### src/rtl/y_gather_reg_if.sv
`default_nettype none
// ============================================================================
// y_gather_reg_if : capture/readback bus of the y_gather_reg output collector
// Rev 1.0
// ============================================================================
interface y_gather_reg_if #(
    parameter int DATA_W = 16,
    parameter int IDX_W  = 5
);
    logic              EN;
    logic              CLEAR;
    logic              CAPTURE;
    logic [DATA_W-1:0] DIN;
    logic              RD_EN;
    logic [IDX_W-1:0]  IDX;
    logic [DATA_W-1:0] DOUT;
    logic              DOUT_VALID;
    logic [IDX_W:0]    COUNT;
    logic              FULL;
    logic              OVERFLOW;

    modport master (
        output EN, CLEAR, CAPTURE, DIN, RD_EN, IDX,
        input  DOUT, DOUT_VALID, COUNT, FULL, OVERFLOW
    );

    modport slave (
        input  EN, CLEAR, CAPTURE, DIN, RD_EN, IDX,
        output DOUT, DOUT_VALID, COUNT, FULL, OVERFLOW
    );
endinterface
`default_nettype wire

### src/rtl/y_gather_reg.sv
`default_nettype none
// ============================================================================
// y_gather_reg : tail-first shift collector with indexed registered readback.
// Optional macro Y_GATHER_RELU_EN applies ReLU to DIN at capture.
// Rev 1.0
// ============================================================================
module y_gather_reg #(
    parameter int DATA_W = 16,
    parameter int DEPTH  = 32,
    parameter int IDX_W  = 5
) (
    input  wire           CLK,
    input  wire           RST,
    y_gather_reg_if.slave bus
);
    localparam logic [1:0]     c_ST_EMPTY   = 2'd0;
    localparam logic [1:0]     c_ST_FILLING = 2'd1;
    localparam logic [1:0]     c_ST_FULL    = 2'd2;
    localparam logic [IDX_W:0] c_LAST_CNT   = (IDX_W+1)'(DEPTH - 1);

    logic [1:0]        r_state;
    logic [1:0]        w_state_nxt;
    logic [IDX_W:0]    r_count;
    logic              r_ovf;
    logic [DATA_W-1:0] r_dout;
    logic              r_dout_valid;
    logic [DATA_W-1:0] r_pipe [DEPTH];

    logic              w_clear;
    logic              w_cap_req;
    logic              w_full;
    logic              w_cap_ok;
    logic              w_cap_ovf;
    logic [DATA_W-1:0] w_din_cap;

    assign w_clear   = bus.EN & bus.CLEAR;
    assign w_cap_req = bus.EN & bus.CAPTURE & ~bus.CLEAR;

`ifdef Y_GATHER_RELU_EN
    assign w_din_cap = bus.DIN[DATA_W-1] ? '0 : bus.DIN;
`else
    assign w_din_cap = bus.DIN;
`endif

    always_ff @(posedge CLK or posedge RST) begin
        if (RST) begin
            r_state <= c_ST_EMPTY;
        end else begin
            r_state <= w_state_nxt;
        end
    end

    always_comb begin
        w_state_nxt = r_state;
        if (w_clear) begin
            w_state_nxt = c_ST_EMPTY;
        end else begin
            case (r_state)
                c_ST_EMPTY, c_ST_FILLING: begin
                    if (w_cap_ok) begin
                        w_state_nxt = (r_count == c_LAST_CNT) ? c_ST_FULL : c_ST_FILLING;
                    end
                end
                c_ST_FULL: w_state_nxt = c_ST_FULL;
                default:   w_state_nxt = c_ST_EMPTY;
            endcase
        end
    end

    always_comb begin
        w_full    = (r_state == c_ST_FULL);
        w_cap_ok  = w_cap_req & ~w_full;
        w_cap_ovf = w_cap_req & w_full;
    end

    // Read samples the chain before any shift in the same cycle.
    always_ff @(posedge CLK or posedge RST) begin
        if (RST) begin
            r_count      <= '0;
            r_ovf        <= 1'b0;
            r_dout       <= '0;
            r_dout_valid <= 1'b0;
            for (int i = 0; i < DEPTH; i++) begin
                r_pipe[i] <= '0;
            end
        end else if (bus.EN) begin
            if (w_clear) begin
                r_count      <= '0;
                r_ovf        <= 1'b0;
                r_dout_valid <= 1'b0;
                for (int i = 0; i < DEPTH; i++) begin
                    r_pipe[i] <= '0;
                end
            end else begin
                if (bus.RD_EN) begin
                    r_dout       <= r_pipe[bus.IDX];
                    r_dout_valid <= 1'b1;
                end else begin
                    r_dout_valid <= 1'b0;
                end
                if (w_cap_ok) begin
                    for (int i = 0; i < DEPTH - 1; i++) begin
                        r_pipe[i] <= r_pipe[i+1];
                    end
                    r_pipe[DEPTH-1] <= w_din_cap;
                    r_count         <= r_count + 1'b1;
                end
                if (w_cap_ovf) begin
                    r_ovf <= 1'b1;
                end
            end
        end
    end

    assign bus.DOUT       = r_dout;
    assign bus.DOUT_VALID = r_dout_valid;
    assign bus.COUNT      = r_count;
    assign bus.FULL       = w_full;
    assign bus.OVERFLOW   = r_ovf;
endmodule
`default_nettype wire

### src/flat_wrapper.sv
// flat-port wrapper written by rule: the top's interface ports become plain ports
module y_gather_reg_flat 
#(
    parameter int DATA_W = 16,
    parameter int DEPTH  = 32,
    parameter int IDX_W  = 5
)
  (CLK, RST, bus_EN, bus_CLEAR, bus_CAPTURE, bus_DIN, bus_RD_EN, bus_IDX, bus_DOUT, bus_DOUT_VALID, bus_COUNT, bus_FULL, bus_OVERFLOW);
  y_gather_reg_if #(.DATA_W(DATA_W), .IDX_W(IDX_W)) bus_i ();
  input  wire CLK;
  input  wire RST;
  input wire logic [$bits(bus_i.EN)-1:0] bus_EN;
  input wire logic [$bits(bus_i.CLEAR)-1:0] bus_CLEAR;
  input wire logic [$bits(bus_i.CAPTURE)-1:0] bus_CAPTURE;
  input wire logic [$bits(bus_i.DIN)-1:0] bus_DIN;
  input wire logic [$bits(bus_i.RD_EN)-1:0] bus_RD_EN;
  input wire logic [$bits(bus_i.IDX)-1:0] bus_IDX;
  output wire logic [$bits(bus_i.DOUT)-1:0] bus_DOUT;
  output wire logic [$bits(bus_i.DOUT_VALID)-1:0] bus_DOUT_VALID;
  output wire logic [$bits(bus_i.COUNT)-1:0] bus_COUNT;
  output wire logic [$bits(bus_i.FULL)-1:0] bus_FULL;
  output wire logic [$bits(bus_i.OVERFLOW)-1:0] bus_OVERFLOW;
  assign bus_i.EN = bus_EN;
  assign bus_i.CLEAR = bus_CLEAR;
  assign bus_i.CAPTURE = bus_CAPTURE;
  assign bus_i.DIN = bus_DIN;
  assign bus_i.RD_EN = bus_RD_EN;
  assign bus_i.IDX = bus_IDX;
  assign bus_DOUT = bus_i.DOUT;
  assign bus_DOUT_VALID = bus_i.DOUT_VALID;
  assign bus_COUNT = bus_i.COUNT;
  assign bus_FULL = bus_i.FULL;
  assign bus_OVERFLOW = bus_i.OVERFLOW;
  y_gather_reg #(.DATA_W(DATA_W), .DEPTH(DEPTH), .IDX_W(IDX_W)) u_core (.CLK(CLK), .RST(RST), .bus(bus_i));
endmodule
### config.mk
export PLATFORM = sky130hd
export DESIGN_NAME = y_gather_reg_flat
export DESIGN_NICKNAME = d
export VERILOG_FILES = /design/src/rtl/y_gather_reg_if.sv /design/src/rtl/y_gather_reg.sv /design/src/flat_wrapper.sv
export SDC_FILE = /design/constraint.sdc
export NUM_CORES = 1
export LEC_CHECK = 0
export BUFFER_PORTS_ARGS = -buffer_cell sky130_fd_sc_hd__buf_2
export CELL_PAD_IN_SITES_DETAIL_PLACEMENT = 1
export CELL_PAD_IN_SITES_GLOBAL_PLACEMENT = 1
export CORE_ASPECT_RATIO = 2
export CORE_MARGIN = 1
export CORE_UTILIZATION = 35
export CTS_BUF_LIST = sky130_fd_sc_hd__clkbuf_16
export CTS_CLUSTER_DIAMETER = 120
export DETAILED_ROUTE_END_ITERATION = 12
export PLACE_DENSITY = 0.7
export SKIP_LAST_GASP = 1
export SLEW_MARGIN = 20
export SYNTH_ARGS = -nofsm -noshare
export SYNTH_HDL_FRONTEND = slang
export SYNTH_SLANG_ARGS = --single-unit
### constraint.sdc
create_clock -name CLK -period 23 [get_ports CLK]
set_input_delay 4.6 -clock CLK [delete_from_list [all_inputs] [get_ports CLK]]
set_output_delay 4.6 -clock CLK [all_outputs]
set_load 0.05 [all_outputs]
==> impl_metrics.py, run 1 <==
metrics = {
    "critical_path": {
        "path_max_fanout": 117,
        "path_cells": "buf_2 > inv_8 > buf_4 > buf_4 > buf_4",
        "start_kind": "input port",
        "path_class": "in2async",
        "worst-endpoint-required_ns": 23.57,
        "cp_data_arrival_time_ns": 7.99,
        "worst_path_dominant_cell_family": "buffers and inverters",
        "path_buf_inv": 5,
        "crit_path_top_delay_cell": "sky130_fd_sc_hd__buf_4",
        "timing.critical_path.mode_cell": "sky130_fd_sc_hd__buf_4",
        "critPathCaptureType": "asynchronous set/reset pin",
        "max_stage_delay_ns": 0.91,
    },
    "grt": {
        "grtUsageTotal_pct": 19.7,
        "met2_usage_pct": 35.1,
        "grtUsageMet1_pct": 23.7,
        "grt_max_degree": 264,
        "antenna_violations_before_repair": 1,
        "busiest_layer": "met2",
        "grt_first_pass_wirelength_mm": 116,
        "global_route.usage.met3_pct": 2.21,
        "via_count_of_the_first_global_routing_pass": 21600,
        "overflow": 0,
    },
    "clock_tree": {
        "cts.sink_count": 538,
        "root_buffer": "sky130_fd_sc_hd__clkbuf_16",
        "clock_latency_ns": 0.60,
        "ctsHoldBuffers": 0,
        "path_clk_slew_ns": 0.07,
        "cts_buffers": 51,
        "clock_path_buffers": 3,
        "post_cts_resized": 0,
        "cts_post_setup_buffers_inserted": 0,
        "htree_num_levels": 2,
        "cts_tree": "built",
    },
    "synthesis": {
        "synth_seq_cells": 538,
        "synth.yosys.seq_area_share_pct": 52.9,
        "synthesis.area_per_instance_um2": 9.12,
        "synth_cell_type_count": 36,
        "ys_warn_count": 0,
        "synth.cell_area_um2": 25400,
        "netlist_instances": 2791,
        "synth.net_count": 2819,
    },
    "timing": {
        "fin_crit_ns": 7.43,
        "max_freq_mhz": 135,
        "final.setup.worst_slack_ns": 15.57,
        "grt_setup_unrepaired": "false",
        "final_max_slew_viol_count": 0,
        "final.period_utilization_pct": 32.3,
        "setup_tns_ns": 0,
        "maxSlewHeadroom_pct": 26.7,
        "hold_violations": 0,
        "setup-violations-final": 0,
        "worst-slew-pin-transition_ns": 1.10,
        "clock-skew-final_ns": 0.0145,
    },
    "die": {
        "std_cell_rows": 139,
        "dieHeight_um": 383,
        "floorplan.die.width_um": 193,
        "coreArea_um2": 71800,
        "die_area_um2": 73800,
        "io_pins": 52,
        "initial_utilization_pct": 35.4,
    },
    "route": {
        "totalWireLength_mm": 70.9,
        "drc": 8,
        "drt_pass1_iterations": 9,
        "route.vias.total": 19900,
        "via_per_inst": 5.45,
        "wl_per_cell_um": 19.4,
        "initialDrtViolationCount": 1274,
        "antenna_violating_nets_left": 0,
    },
    "placed_design": {
        "dp.cells": 3553,
        "placement.setup.worst_slack_ns": 14.77,
        "hpwl_mm": 40.8,
        "routabilityCongestion": 0.737,
        "place.port_buffers": 51,
    },
    "final_layout": {
        "nFillCells": 8146,
        "multi_input_comb_area_um2": 10900,
        "final_layout_size_suffix_gt1_share_pct": 7.00,
        "ff_latch_area_um2": 13500,
        "antenna_cells_inserted": 0,
        "layout.cells.non_filler": 3645,
        "area_growth_from_synthesis_to_layout_pct": 9.28,
        "layout.nets": 2719,
    },
    "run_status": {
        "outcome": "finished, violations left",
        "failed_checks": "design-rule violations",
    },
    "power": {
        "power.total_mw": 2.03,
        "vdd_drop_max_mv": 0.0529,
        "power.leakage_nw": 12.0,
        "power-per-cell-area_nw_per_um2": 73.0,
    },
    "run": {
        "drv.max_cap_violation_count": 0,
    },
    "worst_hold_path": {
        "hold_path_class": "reg2reg",
    },
}
[routing by layer]
metal  vias up  wire, um
met4         2      2960
met1     10300     29100
met3       117      1910
met2       214     36900
li1       9236         -
met5         -        18
[per-stage QoR]
step | instance area (um^2) | hold WS (ns) | utilization, %
after floorplan | 25400 | 0.420 | -
after global placement | 26100 | 0.429 | 36.3
after detailed placement | 26100 | 0.465 | 36.3
after CTS | 27800 | 0.474 | 38.7
after global routing | 27800 | 0.505 | 38.7
final | 27800 | 0.466 | 38.7
[registers in the layout (all words and copies together), names as in the netlist]
| signal | cells |
|---|---|
| u_core.r_state | 2 |
| u_core.bus.OVERFLOW | 1 |
| u_core.r_pipe | 512 |
| u_core.bus.COUNT | 6 |
| u_core.bus.DOUT_VALID | 1 |
| u_core.bus.DOUT | 16 |
[area by class of cell]
| cell class | count | share of cell area [%] |
|---|---|---|
| Timing Repair Buffer | 83 | 2.05 |
| Clock buffer | 53 | 4.77 |
| Tap cell | 916 | 4.12 |
| Multi-Input combinational cell | 2014 | 39.3 |
| Sequential cell | 538 | 48.4 |
| Inverter | 3 | 0.0675 |
| Clock inverter | 38 | 1.22 |
[cell usage after synthesis]
cell type / instances / area, um^2
sky130_fd_sc_hd__buf_6: 6 / 67.6
sky130_fd_sc_hd__nand3_1: 2 / 10.0
sky130_fd_sc_hd__inv_1: 3 / 11.3
sky130_fd_sc_hd__nand4_1: 2 / 12.5
sky130_fd_sc_hd__xnor2_1: 2 / 17.5
sky130_fd_sc_hd__or3_1: 1 / 6.26
sky130_fd_sc_hd__o21ai_0: 243 / 1220
sky130_fd_sc_hd__a22o_1: 48 / 420
sky130_fd_sc_hd__xor2_1: 1 / 8.76
sky130_fd_sc_hd__buf_8: 2 / 30.0
sky130_fd_sc_hd__buf_1: 18 / 67.6
sky130_fd_sc_hd__buf_2: 35 / 175
sky130_fd_sc_hd__a221oi_2: 12 / 180
sky130_fd_sc_hd__buf_12: 1 / 20.0
sky130_fd_sc_hd__dfrtp_1: 538 / 13500
sky130_fd_sc_hd__nor4b_1: 1 / 8.76
sky130_fd_sc_hd__mux2i_1: 256 / 2560
sky130_fd_sc_hd__ha_1: 1 / 12.5
sky130_fd_sc_hd__nand2_1: 1013 / 3800
sky130_fd_sc_hd__nor2_1: 8 / 30.0
sky130_fd_sc_hd__and2_1: 2 / 12.5
sky130_fd_sc_hd__mux2_2: 1 / 11.3
sky130_fd_sc_hd__and3_1: 1 / 6.26
sky130_fd_sc_hd__or2_1: 1 / 6.26
sky130_fd_sc_hd__nand3b_1: 2 / 15.0
sky130_fd_sc_hd__nand2b_1: 4 / 25.0
sky130_fd_sc_hd__o22ai_1: 16 / 100
sky130_fd_sc_hd__a31oi_1: 1 / 6.26
sky130_fd_sc_hd__clkbuf_1: 154 / 578
sky130_fd_sc_hd__buf_4: 20 / 150
sky130_fd_sc_hd__a221oi_1: 20 / 175
sky130_fd_sc_hd__nor2b_1: 3 / 18.8
sky130_fd_sc_hd__o41ai_2: 16 / 260
sky130_fd_sc_hd__a21oi_1: 291 / 1460
sky130_fd_sc_hd__nor4bb_1: 1 / 10.0
sky130_fd_sc_hd__a22oi_1: 65 / 488
[layout by cell type, fill, tap and decap left out, types with 20 or more instances in the layout]
master	instances
sky130_fd_sc_hd__a21oi_1	291
sky130_fd_sc_hd__a221oi_1	20
sky130_fd_sc_hd__a22o_1	48
sky130_fd_sc_hd__a22oi_1	65
sky130_fd_sc_hd__buf_2	50
sky130_fd_sc_hd__buf_4	26
sky130_fd_sc_hd__clkbuf_16	53
sky130_fd_sc_hd__dfrtp_1	538
sky130_fd_sc_hd__mux2i_1	256
sky130_fd_sc_hd__nand2_1	1012
sky130_fd_sc_hd__o21ai_0	243
[worst paths after layout]
check | slack, ns | startpoint | cells after the start | end
hold / removal | 0.47 | u_core.r_state[1]$_DFFE_PP0P_ | 1 | u_core.r_state[0]$_DFFE_PP0P_
hold reg to reg | 0.47 | u_core.r_state[1]$_DFFE_PP0P_ | 1 | u_core.r_state[0]$_DFFE_PP0P_
setup reg to reg | 19.20 | u_core.r_state[1]$_DFFE_PP0P_ | 6 | u_core.r_pipe[445]$_DFFE_PP0P_
min in group asynchronous | 4.17 | RST | 2 | u_core.r_pipe[415]$_DFFE_PP0P_
max in group CLK | 15.64 | bus_EN | 6 | u_core.r_pipe[445]$_DFFE_PP0P_
setup / recovery | 15.57 | RST | 5 | u_core.r_pipe[1]$_DFFE_PP0P_
[power breakdown]
part | total, mW | leakage [nW] | switching [mW] | internal (mW)
combinational | 0.186 | 3.73 | 0.141 | 0.0448
sequential | 0.972 | 7.48 | 0.0135 | 0.959
clock | 0.870 | 0.841 | 0.378 | 0.492
total | 2.03 | 12.0 | 0.533 | 1.50
[cells by family after synthesis]
family                   Yosys count  share of synthesized area (%)
flip-flops                       538                           52.9
multiplexers                     257                           10.1
AO/OA/AOI/OAI                    712                           16.9
AND/OR/NAND/NOR                 1041                           15.6
adder cells (fa/ha/maj)            1                         0.0492
XOR/XNOR                           3                          0.103
buffers and inverters            239                           4.32
Power figures use the tool's default switching activity.
==> run 2, diff against run 1 <==
ABC_AREA = 1   (was unset)
PLACE_DENSITY = 0.73   (was 0.7)
clock period = 6.21 ns   (was 23 ns; I/O delays follow)
==> run 2 against run 1 <==
Effect of this change:
- the flow now finishes without violations
- sequential cell count did not move
- clock power rose to 3.2 times the previous value
- combinational power rose to 4.1 times the previous value
- non-clock buffer count up 4
- via count increased by 9.6%
- die area increased by 2.8%
- sequential share of layout area decreased by 0.63 points
- first-iteration DRC count down 6.5%
- cell area is 1.3% higher
- sequential power increased to 3.7 times the previous value
- register-to-register slack got worse by 16 ns
- critical path type is now in2reg
- largest cell class unchanged
- largest power group unchanged
- highest routed layer unchanged
==> impl_metrics.py, run 2 <==
metrics = {
    "route": {
        "wl_per_cell_um": 19.5,
        "drt_pass1_iterations": 5,
        "initialDrtViolationCount": 1191,
        "route.vias.total": 21800,
        "drc": 0,
        "via_per_inst": 5.49,
        "totalWireLength_mm": 77.4,
        "antenna_violating_nets_left": 0,
    },
    "clock_tree": {
        "cts_buffers": 46,
        "htree_num_levels": 2,
        "ctsHoldBuffers": 0,
        "clock_path_buffers": 3,
        "cts_post_setup_buffers_inserted": 0,
        "cts_tree": "built",
        "cts.sink_count": 538,
        "root_buffer": "sky130_fd_sc_hd__clkbuf_16",
        "post_cts_resized": 0,
        "clock_latency_ns": 0.59,
        "path_clk_slew_ns": 0.07,
    },
    "synthesis": {
        "synth_ff_type": "sky130_fd_sc_hd__dfrtp_1",
        "ys_warn_count": 0,
        "count_of_flip_flops_with_a_built_in_enable_after_synthesis": 0,
        "yosys-top-cells-count": "sky130_fd_sc_hd__nand2_1, sky130_fd_sc_hd__nand3_1, sky130_fd_sc_hd__dfrtp_1",
        "synthDominantAreaCellType": "sky130_fd_sc_hd__dfrtp_1",
        "synth_cell_type_count": 25,
        "synth_seq_cells": 538,
        "synth.net_count": 3147,
        "netlist_instances": 3119,
        "async_reset_ff_share_pct": 100,
        "synthesis.area_per_instance_um2": 8.39,
        "synth.cell_area_um2": 26200,
        "synth.most_common_cell": "sky130_fd_sc_hd__nand2_1",
        "netlist_top_cells_area": "sky130_fd_sc_hd__dfrtp_1, sky130_fd_sc_hd__nand2_1, sky130_fd_sc_hd__nand3_1",
        "yosysTopAreaCellShare_pct": 51.5,
        "synth.yosys.seq_area_share_pct": 51.5,
    },
    "timing": {
        "final.period_utilization_pct": 51.3,
        "setup_tns_ns": 0,
        "final_max_slew_viol_count": 0,
        "final.setup.worst_slack_ns": 3.02,
        "hold_violations": 0,
        "worst-slew-pin-transition_ns": 1.02,
        "maxSlewHeadroom_pct": 32.2,
        "setup-violations-final": 0,
        "fin_crit_ns": 3.19,
        "max_freq_mhz": 314,
        "grt_setup_unrepaired": "false",
        "clock-skew-final_ns": 0.0134,
    },
    "worst_hold_path": {
        "hold_depth": 2,
        "hold_path_class": "reg2reg",
        "holdPathEnd": "u_core.bus.DOUT[3]$_DFFE_PP0P_",
        "min_from": "u_core.bus.DOUT[3]$_DFFE_PP0P_",
    },
    "grt": {
        "grt_first_pass_wirelength_mm": 129,
        "via_count_of_the_first_global_routing_pass": 24000,
        "grtUsageTotal_pct": 20.9,
        "grt_max_degree": 191,
        "antenna_violations_before_repair": 1,
        "overflow": 0,
    },
    "final_layout": {
        "area_growth_from_synthesis_to_layout_pct": 7.67,
        "nFillCells": 8752,
        "leading_cell_type_in_the_layout_fill_and_taps_excluded": "sky130_fd_sc_hd__nand2_1",
        "max_flop_register": "u_core.r_pipe",
        "antenna_cells_inserted": 0,
        "most-common-layout-cells": "sky130_fd_sc_hd__nand2_1, sky130_fd_sc_hd__nand3_1, sky130_fd_sc_hd__dfrtp_1",
        "largest_register_ff_count": 512,
        "final_layout_size_suffix_gt1_share_pct": 9.10,
        "layout.nets": 3029,
    },
    "power": {
        "vdd_drop_max_mv": 0.243,
        "power.leakage_nw": 12.0,
        "seq_power_share_pct": 50.0,
        "power-per-cell-area_nw_per_um2": 254,
        "share_clk_of_total_power_pct": 39.4,
        "power_switching_share_pct": 28.0,
        "p_int_mw": 5.15,
        "power.total_mw": 7.15,
        "combinationalPowerShare_pct": 10.6,
        "switching_power_mw": 2.00,
    },
    "critical_path": {
        "path_class": "in2reg",
        "crit-reg2reg-launch": "u_core.r_state[1]$_DFFE_PP0P_",
        "timing.reg2reg.setup_slack_ns": 3.51,
        "path_max_fanout": 190,
        "cp_data_arrival_time_ns": 3.60,
        "worst_setup_path_startpoint": "bus_CLEAR",
        "rr_worst_depth": 6,
        "worstReg2RegEnd": "u_core.r_pipe[323]$_DFFE_PP0P_",
        "worst-endpoint-required_ns": 6.63,
        "critPathCaptureType": "flip-flop",
        "start_kind": "input port",
    },
    "placed_design": {
        "place.port_buffers": 51,
        "placement.setup.worst_slack_ns": 2.40,
        "hpwl_mm": 41.4,
        "routabilityCongestion": 0.724,
    },
    "die": {
        "std_cell_rows": 141,
        "initial_utilization_pct": 35.4,
        "dieHeight_um": 389,
        "io_pins": 52,
        "floorplan.die.width_um": 195,
        "die_area_um2": 75900,
        "coreArea_um2": 73900,
    },
    "run_status": {
        "outcome": "completed",
    },
    "run": {
        "drv.max_cap_violation_count": 0,
    },
}
-- run 2: cell types whose count changed after synthesis, sizes merged, moves of 32 or more --
cell,previous run,this run
nand2,1013,851
buf,82,201
nand3,2,589
clkbuf,154,52
o22ai,16,207
a22oi,65,0
a21oi,291,5
a221oi,32,0
o31ai,0,123
inv,3,367
mux2i,256,0
a22o,48,1
o21ai,243,161
-- run 2: worst max-delay path, cell delays in order --
cell and delay [ns]:
sky130_fd_sc_hd__buf_2 0.19, sky130_fd_sc_hd__nand2_8 0.46, sky130_fd_sc_hd__nand2_8 0.65, sky130_fd_sc_hd__buf_12 0.65, sky130_fd_sc_hd__o22ai_1 0.17
-- run 2: final cells by class --
cell class	instances	area, um^2	share of cell area (%)
sequential	538	13500	47.8
multi-input combinational	1961	10000	35.7
inverter	367	1400	4.98
clock buffer	49	1230	4.35
tap	929	1160	4.13
timing repair buffer	87	703	2.50
clock inverter	32	164	0.582
-- run 2: how the worst max path moves through the flow --
| stage | end | slack (ns) |
|---|---|---|
| floorplan | u_core.bus.COUNT[0]$_DFFE_PP0P_ | -2.35 |
| global placement | u_core.bus.COUNT[2]$_DFFE_PP0P_ | 2.44 |
| detailed placement | u_core.r_pipe[185]$_DFFE_PP0P_ | 2.40 |
| CTS | u_core.r_pipe[185]$_DFFE_PP0P_ | 3.03 |
| global route | u_core.r_pipe[246]$_DFFE_PP0P_ | 2.84 |
| finish | u_core.r_pipe[323]$_DFFE_PP0P_ | 3.02 |
-- run 2: kinds of logic (layout without fill, tap and decap cells) --
family | Yosys count | after routing | synth area share (%)
AOI/OAI and AO/OA | 510 | 510 | 14.4
adders and majority gates | 1 | 1 | 0.0478
buffers and inverters | 620 | 535 | 10.3
DFF | 538 | 538 | 51.5
and+or+nand+nor | 1450 | 1450 | 23.8
-- run 2: power by group through the flow --
stage | combinational [mW] | sequential (mW) | clock (mW)
floorplan | 0.446 | 3.72 | 0
global placement | 0.766 | 3.64 | 0
detailed placement | 0.770 | 3.64 | 0
CTS | 0.772 | 3.57 | 2.89
global route | 0.825 | 3.58 | 2.98
finish | 0.758 | 3.58 | 2.81
-- run 2: routing by layer --
metal | GRT usage [%] | vias up | share of wire (%)
met5 | 0 | - | 0.012
met4 | 7.34 | 2 | 2.9
met3 | 2.32 | 116 | 2.9
met2 | 38.8 | 295 | 53
met1 | 24.7 | 11300 | 41
li1 | - | 10100 | -
-- run 2: per-stage QoR --
step           cells  utilization, %  hold slack [ns]  instance area (um^2)
4_1_cts         3963            38.1            0.490                 28200
3_3_place_gp    3882            36.2            0.464                 26800
6_report        3963            38.1            0.481                 28200
2_1_floorplan   3119               -            0.453                 26200
5_1_grt         3963            38.1            0.508                 28200
3_5_place_dp    3882            36.2            0.467                 26800
==> run 3, diff against run 2 <==
ABC_AREA = 0   (was 1)
PLACE_DENSITY = 0.72   (was 0.73)
clock period = 2.9 ns   (was 6.21 ns; I/O delays follow)
==> run 3 against run 2 <==
Effect of this change:
- the run now ends with design-rule violations left
- total power grew 130%
- combinational power rose by 110%
- count of clock-buffer cells in the layout rose by 2
- cell area up 1.2%
- sequential power increased by 120%
- global-route usage fell by 0.19 points
- sequential cell count is the same
- clock skew grew 0.011 ns
- non-clock buffer count grew 47
- cell count is 6.7% lower
- sequential share of layout area down 0.56 points
- clock power up 140%
==> impl_metrics.py, run 3 (synthesis gave the netlist of run 1 again) <==
metrics = {
    "die": {
        "die_area_um2": 73800,
        "std_cell_rows": 139,
        "initial_utilization_pct": 35.4,
        "io_pins": 52,
        "floorplan.die.width_um": 193,
        "dieHeight_um": 383,
        "coreArea_um2": 71800,
    },
    "critical_path": {
        "critPathCaptureType": "primary output",
        "worst-endpoint-required_ns": 2.32,
        "start_kind": "flip-flop",
        "path_class": "reg2out",
        "path_buf_inv": 2,
        "path_cells": "nand2b_1 > inv_1 > buf_2",
        "max_stage_delay_ns": 0.39,
        "timing.reg2reg.setup_slack_ns": 0.88,
        "cp_data_arrival_time_ns": 1.62,
        "crit_path_top_delay_cell": "sky130_fd_sc_hd__dfrtp_1",
        "path_max_fanout": 5,
        "worst_path_dominant_cell_family": "flip-flops",
    },
    "route": {
        "drc": 12,
        "initialDrtViolationCount": 1135,
        "wl_per_cell_um": 20.1,
        "antenna_violating_nets_left": 0,
        "route.vias.total": 20200,
        "totalWireLength_mm": 74.5,
        "drt_pass1_iterations": 9,
        "via_per_inst": 5.46,
    },
    "placed_design": {
        "placement.setup.worst_slack_ns": 0.207,
        "hpwl_mm": 47.8,
        "place.port_buffers": 51,
        "dp.cells": 3604,
        "placed_cell_area_um2": 26900,
        "routabilityCongestion": 0.794,
    },
    "final_layout": {
        "area_growth_from_synthesis_to_layout_pct": 12.0,
        "final_cell_area_um2": 28500,
        "max_flop_register": "u_core.r_pipe",
        "most-common-layout-cells": "sky130_fd_sc_hd__nand2_1, sky130_fd_sc_hd__dfrtp_1, sky130_fd_sc_hd__a21oi_1",
        "largest_register_ff_count": 512,
        "layout.nets": 2769,
        "antenna_cells_inserted": 0,
        "final_layout_size_suffix_gt1_share_pct": 8.73,
        "leading_cell_type_in_the_layout_fill_and_taps_excluded": "sky130_fd_sc_hd__nand2_1",
        "post-route-util_pct": 39.7,
        "layout.cells.non_filler": 3698,
    },
    "timing": {
        "final_max_slew_viol_count": 0,
        "maxSlewHeadroom_pct": 34.4,
        "hold_violations": 0,
        "final.setup.worst_slack_ns": 0.697,
        "max_freq_mhz": 454,
        "setup-violations-final": 0,
        "final.period_utilization_pct": 76.0,
        "worst-slew-pin-transition_ns": 0.984,
        "setup_tns_ns": 0,
        "clock-skew-final_ns": 0.0246,
        "grt_setup_unrepaired": "false",
        "worst_hold_slack_ns": 0.186,
        "fin_crit_ns": 2.20,
    },
    "run": {
        "drv.max_cap_violation_count": 0,
    },
    "power": {
        "vdd_drop_max_mv": 0.515,
        "power-per-cell-area_nw_per_um2": 566,
        "power.leakage_nw": 12.4,
        "power.total_mw": 16.1,
    },
    "run_status": {
        "outcome": "finished, violations left",
        "failed_checks": "design-rule violations",
    },
    "grt": {
        "grtUsageTotal_pct": 20.7,
        "via_count_of_the_first_global_routing_pass": 22000,
        "overflow": 0,
        "grt_first_pass_wirelength_mm": 121,
        "antenna_violations_before_repair": 0,
        "grt_max_degree": 205,
    },
    "clock_tree": {
        "cts.sink_count": 538,
        "htree_num_levels": 2,
        "clock_latency_ns": 0.61,
        "cts_buffers": 50,
        "clock_path_buffers": 3,
        "root_buffer": "sky130_fd_sc_hd__clkbuf_16",
        "cts_tree": "built",
        "post_cts_resized": 0,
        "path_clk_slew_ns": 0.07,
    },
    "worst_hold_path": {
        "hold_path_class": "in2reg",
    },
}
==> run 3: cell types whose count changed in the layout (fill, tap and decap cells not counted), sizes merged, moves of 46 or more <==
cell   before   now
o21ai     161   243
buf        87   133
o31ai     123     0
a22o        1    48
nand2     851  1013
a22oi       0    65
a21oi       5   291
inv       380     9
mux2i       0   256
nand3     589     2
o22ai     207    16
==> run 3: power by group <==
| group | total, mW | switching, mW | internal (mW) |
|---|---|---|---|
| logic | 1.57 | 1.13 | 0.442 |
| registers | 7.73 | 0.127 | 7.60 |
| clock network | 6.82 | 3.08 | 3.73 |
==> run 3: layout make-up <==
cell class                 count  area (um^2)
inverter                       3         15.0
tap                          916         1150
fill                        8169        43300
multi-input combinational   2014        10900
sequential                   538        13500
clock inverter                42          357
timing repair buffer         134         1300
clock buffer                  51         1280
==> run 3: routing by layer <==
layer | wire, um | share of wire [%] | GRT usage [%] | vias up
met5 | 0 | 0 | 0 | -
met4 | 4000 | 5.4 | 11.1 | 0
met3 | 2470 | 3.3 | 2.64 | 163
met2 | 38600 | 52 | 36.4 | 313
met1 | 29400 | 40 | 24.2 | 10400
li1 | - | - | - | 9341
==> run 3: worst reg2reg max path, stage by stage, from the launching register on <==
cell	delay, ns
sky130_fd_sc_hd__dfrtp_1	0.39
sky130_fd_sc_hd__nand2b_1	0.26
sky130_fd_sc_hd__nand3_4	0.17
sky130_fd_sc_hd__buf_12	0.54
sky130_fd_sc_hd__nand2_1	0.37
sky130_fd_sc_hd__a21oi_1	0.21
==> run 3: path summary, 6_finish.rpt <==
kind,startpoint,to,depth (start not counted)
min in group asynchronous,RST,u_core.r_pipe[395]$_DFFE_PP0P_,3
min reg2reg,u_core.r_state[1]$_DFFE_PP0P_,u_core.r_state[0]$_DFFE_PP0P_,1
max,u_core.r_state[0]$_DFFE_PP0P_,bus_FULL,3
max reg2reg,u_core.r_state[0]$_DFFE_PP0P_,u_core.r_pipe[192]$_DFFE_PP0P_,5
max in group asynchronous,RST,u_core.r_pipe[64]$_DFFE_PP0P_,5
min,bus_DIN[12],u_core.r_pipe[12]$_DFFE_PP0P_,3
==> run 3: what timing repair did <==
action / 4_1_cts / 5_1_grt
buffers inserted: 0 / 0
hold endpoints to repair: 1 / 0
hold buffers: 1 / 0
